--- src/rtl/shift_reg_seq.sv ---
// Command sequencer for an external universal shift register.
// Ports: CLK/Clear, command in (start/cmd_*), A_par feedback, s1/s0/MSB_in/LSB_in/I_par out, busy/done/cmd_err.
module shift_reg_seq #(
  parameter int WIDTH = 4
) (
  input  logic             CLK,
  input  logic             Clear,
  input  logic             start,
  input  logic [2:0]       cmd_op,
  input  logic [WIDTH-1:0] cmd_data,
  input  logic [2:0]       cmd_count,
  input  logic             ser_in,
  input  logic [WIDTH-1:0] A_par,
  output logic             s1,
  output logic             s0,
  output logic             MSB_in,
  output logic             LSB_in,
  output logic [WIDTH-1:0] I_par,
  output logic             busy,
  output logic             done,
  output logic             cmd_err
);

  typedef enum logic [1:0] {
    S_IDLE,
    S_LOAD,
    S_SHIFT,
    S_DONE
  } state_t;

  localparam logic [2:0] OP_LOAD = 3'd0;
  localparam logic [2:0] OP_SHR  = 3'd1;
  localparam logic [2:0] OP_SHL  = 3'd2;
  localparam logic [2:0] OP_ROR  = 3'd3;
  localparam logic [2:0] OP_ROL  = 3'd4;
  localparam logic [2:0] OP_LROR = 3'd5;

  state_t           r_state;
  state_t           w_next;
  logic [2:0]       r_op;
  logic [WIDTH-1:0] r_data;
  logic [2:0]       r_cnt;
  logic             r_err;
  logic             w_legal;
  logic             w_accept;
  logic             w_unused;

  assign w_legal  = (cmd_op <= OP_LROR);
  assign w_accept = (r_state == S_IDLE) && start && w_legal;
  // Only the end bits of A_par feed the rotate paths.
  assign w_unused = ^A_par;

  always_ff @(posedge CLK) begin
    if (Clear) begin
      r_state <= S_IDLE;
      r_op    <= '0;
      r_data  <= '0;
      r_cnt   <= '0;
      r_err   <= 1'b0;
    end else begin
      r_state <= w_next;
      r_err   <= (r_state == S_IDLE) && start && !w_legal;
      if (w_accept) begin
        r_op   <= cmd_op;
        r_data <= cmd_data;
        r_cnt  <= cmd_count;
      end else if (r_state == S_SHIFT && r_cnt != 3'd0) begin
        r_cnt <= r_cnt - 3'd1;
      end
    end
  end

  always_comb begin
    w_next = r_state;
    unique case (r_state)
      S_IDLE: begin
        if (w_accept) begin
          if (cmd_op == OP_LOAD || cmd_op == OP_LROR)
            w_next = S_LOAD;
          else if (cmd_count == 3'd0)
            w_next = S_DONE;
          else
            w_next = S_SHIFT;
        end
      end
      S_LOAD: begin
        if (r_op == OP_LROR && r_cnt != 3'd0)
          w_next = S_SHIFT;
        else
          w_next = S_DONE;
      end
      // r_cnt holds cycles remaining including this one.
      S_SHIFT: begin
        if (r_cnt <= 3'd1)
          w_next = S_DONE;
      end
      S_DONE:  w_next = S_IDLE;
      default: w_next = S_IDLE;
    endcase
  end

  always_comb begin
    s1     = 1'b0;
    s0     = 1'b0;
    MSB_in = 1'b0;
    LSB_in = 1'b0;
    I_par  = '0;
    if (r_state == S_LOAD) begin
      s1    = 1'b1;
      s0    = 1'b1;
      I_par = r_data;
    end else if (r_state == S_SHIFT) begin
      unique case (r_op)
        OP_SHR: begin
          s0     = 1'b1;
          MSB_in = ser_in;
        end
        OP_SHL: begin
          s1     = 1'b1;
          LSB_in = ser_in;
        end
        OP_ROR, OP_LROR: begin
          s0     = 1'b1;
          MSB_in = A_par[0];
        end
        OP_ROL: begin
          s1     = 1'b1;
          LSB_in = A_par[WIDTH-1];
        end
        default: ;
      endcase
    end
  end

  assign busy    = (r_state != S_IDLE);
  assign done    = (r_state == S_DONE);
  assign cmd_err = r_err;

endmodule

--- config.mk ---
export PLATFORM = sky130hd
export DESIGN_NAME = shift_reg_seq
export DESIGN_NICKNAME = d
export VERILOG_FILES = /design/src/rtl/shift_reg_seq.sv
export SDC_FILE = /design/constraint.sdc
export NUM_CORES = 1
export LEC_CHECK = 0
export ABC_AREA = 1
export CORE_UTILIZATION = 48
export CTS_CLUSTER_DIAMETER = 100
export DETAILED_ROUTE_END_ITERATION = 8
export GPL_ROUTABILITY_DRIVEN = 0
export GPL_TIMING_DRIVEN = 0
export PLACE_DENSITY = 0.93
export SLEW_MARGIN = 10
export SYNTH_ARGS = -nofsm -noshare
export SYNTH_HDL_FRONTEND = slang
export SYNTH_SLANG_ARGS = --single-unit
export TNS_END_PERCENT = 20
--- constraint.sdc ---
create_clock -name CLK -period 3.2 [get_ports CLK]
set_input_delay 0.64 -clock CLK [delete_from_list [all_inputs] [get_ports CLK]]
set_output_delay 0.64 -clock CLK [all_outputs]
set_load 0.05 [all_outputs]
# --- Word-level counts from Yosys, hierarchy flattened ---
# Index checks and enable logic that the tools add are counted.
totals:
  ff_bits: 13
  out_inout_bits: 11
op_classes:
  addsub: 1
  magnitude_cmp: 2
  n_eq_ne: 11
  muxes: 21
  reduce_logical: 17
ops:
  columns: ["operator", "n"]
  rows:
  - ["1-bit 2-to-1 mux", 12]
  - ["3-bit == test, second input constant", 3]
  - ["2-bit case mux with 4 select lines", 1]
  - ["3-bit by 2-bit == test with 1-bit output, second input constant", 2]
  - ["3-bit zero test", 2]
  - ["2-bit 2-to-1 mux", 3]
  - ["3-bit 2-to-1 mux", 2]
  - ["1-bit logical AND", 5]
  - ["2-bit == test, second input constant", 2]
  - ["4-bit 2-to-1 mux", 1]
  - ["1-bit case mux with 2 select lines", 2]
  - ["2-bit nonzero test", 2]
  - ["2-bit OR reduction", 2]
  - ["3-bit by 1-bit == test with 1-bit output, second input constant", 1]
  - ["3-bit by 1-bit <= comparator with 1-bit output, second input constant", 1]
  - ["3-bit <= comparator, second input constant", 1]
  - ["3-bit nonzero test", 1]
  - ["3-bit OR reduction", 1]
  - ["3-bit by 1-bit subtractor with 3-bit output, second input constant", 1]
  - ["2-bit by 1-bit == test with 1-bit output, second input constant", 1]
  - ["2-bit zero test", 1]
  - ["2-bit by 1-bit inequality test with 1-bit output, second input constant", 1]
  - ["2-bit inequality test, second input constant", 1]
  - ["2-bit AND reduction", 1]
  - ["2 further kinds", 2]

# --- Depth between registers and ports, before layout ---
depth:
  ltp_word: 5
  ltp_mapped: 10

# --- Worst setup path after synthesis ---
# OpenSTA, ideal clock, no wires.
synth_path:
  path_type: "register to output"
  startpoint: "reg r_state[0]"
  endpoint: "out s1"
  arrival_ns: 1.926
  path_slack_ns: 0.634
  stages_incl_launch_ff: 5
  path_buffers: 0
  cell_sequence: "dfxtp_1 > inv_1 > ha_1 > inv_1 > o31ai_1"
synth_via:
  elab_chain_cells: 3
  elab_cells_between_ends: 4
  classes_between: "eq/ne: 2; mux: 2"
synth_rtl:
  columns: ["element", "line", "text"]
  rows:
  - ["start: declaration", "38", "state_t r_state;"]
  - ["start signal: assignment", "61", "r_state <= w_next;"]
  - ["2-bit == test", "112", "end else if (r_state == S_SHIFT) begin"]
  - ["1-bit 2-to-1 mux", "112", null]
  - ["1-bit 2-to-1 mux *", "108", "if (r_state == S_LOAD) begin"]
  - ["end: declaration", "14", "output logic s1,"]
# Mark *: on every way between the ends. The rest lies on a longest branch, timed or not.

# --- Final worst setup path ---
layout_path:
  startpoint: "in ser_in"
  endpoint: "out LSB_in"
layout_via:
  elab_chain_cells: 3
layout_rtl:
  columns: ["element", "line", "text"]
  rows:
  - ["start: declaration", "12", "input logic ser_in,"]
  - ["1-bit case mux with 2 select lines", "113", "unique case (r_op)"]
  - ["1-bit 2-to-1 mux", "112", null]
  - ["1-bit 2-to-1 mux", "108", null]
  - ["end: declaration", "17", "output logic LSB_in,"]
# No other way between the ends.

==> reports/summary.md <==
## Global routing
- **first-pass GRT wire length** 3250 microns
- **number of global-route vias before repair** 850
- **global routing usage summed across all routing layers** 23.0%
- **total global routing overflow** 0
- **largest net degree at the start of global routing** 11
- **antenna violations before repair** 0

## Drt
- **Starting DRT DRC Count** 25
- **DR vias/cell** 5.02
- **vias** 913
- **Post-Route WL** 2030 microns
- **Remaining DRCs** 0
- **average routed wire per standard cell** 11.2 microns
- **detailed-routing iteration count for the pre-antenna-repair pass** 4
- **ANT nets after route** 0

## Clock network
- **buffers from clock root to sink, at most** 2
- **cells resized by post-CTS repair** 0
- **number of sinks handled by clock tree synthesis** 13
- **clock root cell** clkbuf_4
- **Clk Latency, worst-skew pair** 290 ps
- **TritonCTS clock tree** built
- **H-tree depth** 1
- **Worst-path clk slew** 80 ps
- **cts hold-fix bufs** 0
- **number of buffers inserted by post-CTS setup repair** 0
- **CTS buffer count** 3

## Die
- **die height** 44.8 microns
- **Die X-Extent** 44.8 microns
- **top-level I/O count** 29
- **Placement Rows** 15
- **Total Die Area** 2010 sq um
- **starting utilization of the core area** 50.9%
- **Core Footprint** 1730 sq um

## Worst setup path
- **reg2reg setup slack** 1800 ps
- **critical path, cell by cell** clkdlybuf4s50_1 -> nand4_1 -> a21oi_1 -> clkdlybuf4s50_1
- **CP top delay family** buffers and inverters
- **longest individual stage delay on the worst path** 810 ps
- **cell type with the highest occurrence count on the critical path** clkdlybuf4s50_1
- **data arrival time of the worst path** 2190 ps
- **type of destination of the critical path** output port
- **maximum fanout along the worst path** 2
- **reg-to-reg critical path startpoint** r_state[0]
- **classification of the worst setup path** in -> out
- **critical register-to-register path endpoint** r_state[1]
- **WP data required** 2560 ps
- **combined buffer and inverter count along the critical path** 2
- **cell with the biggest individual delay on the critical path** clkdlybuf4s50_1
- **crit start category** primary input
- **r2r worst-path depth** 8

## Finish
- **post-layout net count** 184
- **post-synthesis to final-layout area growth** 36.1%
- **antenna fix cells** 0
- **area taken by multi-input logic gates** 518 sq um
- **share of final-layout standard cells stronger than drive strength 1** 11.5%
- **final cell utilization of the core** 69.3%
- **final cell count without fillers** 182
- **filler cell count** 142
- **register area** 260 sq um

## Synthesis
- **post-synthesis cell type count** 24
- **total nets after synthesis** 153
- **post-synthesis register bit count** 13
- **gate count of the mapped netlist** 127
- **sequential cell area fraction in the yosys report** 29.6%
- **mean instance size in the synthesized netlist** 6.93 sq um
- **mapped cell area** 880 sq um
- **number of warning messages in the yosys log** 0

## Placement
- **number of cells after detailed placement** 178
- **half-perimeter wire length after placement** 1600 microns
- **Port Buffers** 26

## Min path
- **instance count along the most critical hold path** 2
- **worst hold path startpoint** r_data[3]
- **Worst Hold Endpoint** r_data[3]
- **Tightest Hold Check Type** reg -> reg

## Timing
- **period utilization** 88.4%
- **Slew headroom** 66.6%
- **number of setup violations in the final report** 0
- **max frequency** 0.354 GHz
- **final count of hold timing violations** 0
- **crit path time final** 2830 ps
- **TNS Setup** 0 ps
- **clock skew after layout** 3.90 ps
- **unrepaired setup endpoints after global routing** false
- **number of slew-limit violations in the final report** 0
- **actual transition at the worst max-transition pin** 499 ps

## Job
- **# Max-Cap Violations** 0

## Pwr
- **worst voltage drop across the vdd grid** 0.000461 V
- **cell area power density** 760 nW/um^2
- **static leakage power** 0.000551 uW

## Status
- **outcome** finished, final reports clean

report_power, final:
group	internal [uW]	switching (uW)	leakage, uW
logic	204	351	0.000428
clock network	48.5	58.1	0.0000150
registers	209	40.4	0.000107
cells in the final DEF, fill, tap and decap left out, types with 2 or more instances in the layout:
cell / n
nand2_2: 5
nand4_1: 2
nand3b_1: 2
clkbuf_4: 3
o21ai_0: 2
a211oi_2: 2
nor2_1: 18
inv_2: 5
inv_1: 18
a21oi_1: 6
ha_1: 8
o21ai_1: 9
nand3_1: 6
xor2_1: 2
clkdlybuf4s50_1: 26
dfxtp_1: 13
nand2_1: 20
metrics by stage:
| stage | power (uW) | hold slack [ps] | setup WS, ps | cell area (sq um) |
|---|---|---|---|---|
| 2_1_floorplan | 655 | 454 | 634 | 880 |
| 3_3_place_gp | 770 | 462 | 396 | 1170 |
| 3_5_place_dp | 804 | 478 | 394 | 1170 |
| 4_1_cts | 912 | 496 | 375 | 1200 |
| 5_1_grt | 983 | 522 | 233 | 1200 |
| 6_report | 910 | 492 | 372 | 1200 |
cell families (layout without fill, tap and decap cells):
logic type	after synthesis	in the layout	synth area share, %
AOI/OAI and AO/OA	22	22	15.2
xor gates and xnor gates	2	2	1.99
adders and majority gates	8	8	11.4
buffers and inverters	25	55	11.5
DFF	13	13	29.6
and+or+nand+nor	57	57	30.3
state kept, by name, indices dropped and copies added (netlist names):
| register | count |
|---|---|
| r_state | 2 |
| r_data | 4 |
| cmd_err | 1 |
| r_cnt | 3 |
| r_op | 3 |
worst max-delay path by stage:
stage / startpoint / endpoint / slack (ps) / depth (start not counted)
detailed placement: ser_in / LSB_in / 390 / 4
finish: ser_in / LSB_in / 370 / 4
CTS: r_state[0] / s1 / 370 / 5
global placement: ser_in / LSB_in / 400 / 4
floorplan: r_state[0] / s1 / 630 / 4
global route: r_state[0] / s1 / 230 / 5
routing by layer:
metal  part of all wire (%)  vias to the layer above  GRT usage (%)
met3                    5.0                        9           5.20
met1                     40                      403           22.4
met5                      0                        -              0
met4                    3.0                        0           16.4
met2                     52                       34           42.4
li1                       -                      467              -
synth_stat cells:
cell	instances	area (sq um)
nor2_1	18	67.6
ha_1	8	100
nand3b_1	2	15.0
nor2_2	1	6.26
o21ai_0	2	10.0
clkinv_1	1	3.75
a32oi_1	1	8.76
inv_2	5	18.8
o21ai_1	9	45.0
o211ai_1	1	7.51
inv_1	18	67.6
nand2_1	20	75.1
nor3_1	1	5.00
dfxtp_1	13	260
nand3_4	1	17.5
nand3_1	6	30.0
or2_0	1	6.26
a211oi_2	2	25.0
xor2_1	2	17.5
a21oi_1	6	30.0
buf_6	1	11.3
o31ai_1	1	7.51
nand4_1	2	12.5
nand2_2	5	31.3
final cells by class:
| type | instances | area share (%) |
|---|---|---|
| flip-flops and latches | 13 | 21.7 |
| clock buffers | 4 | 2.19 |
| inverters | 24 | 7.52 |
| repair buffers | 26 | 21.7 |
| plain buffers | 1 | 0.940 |
| multi-input cells | 89 | 43.3 |
| well taps | 25 | 2.61 |
worst register-to-register path, stage by stage, from the launching register on:
cell and delay [ps]:
dfxtp_1 390, inv_1 100, ha_1 280, nand3_4 150, nand2_2 60, nand2_2 80, inv_2 40, o21ai_1 120
nor2_1 60
Power figures use the tool's default switching activity.
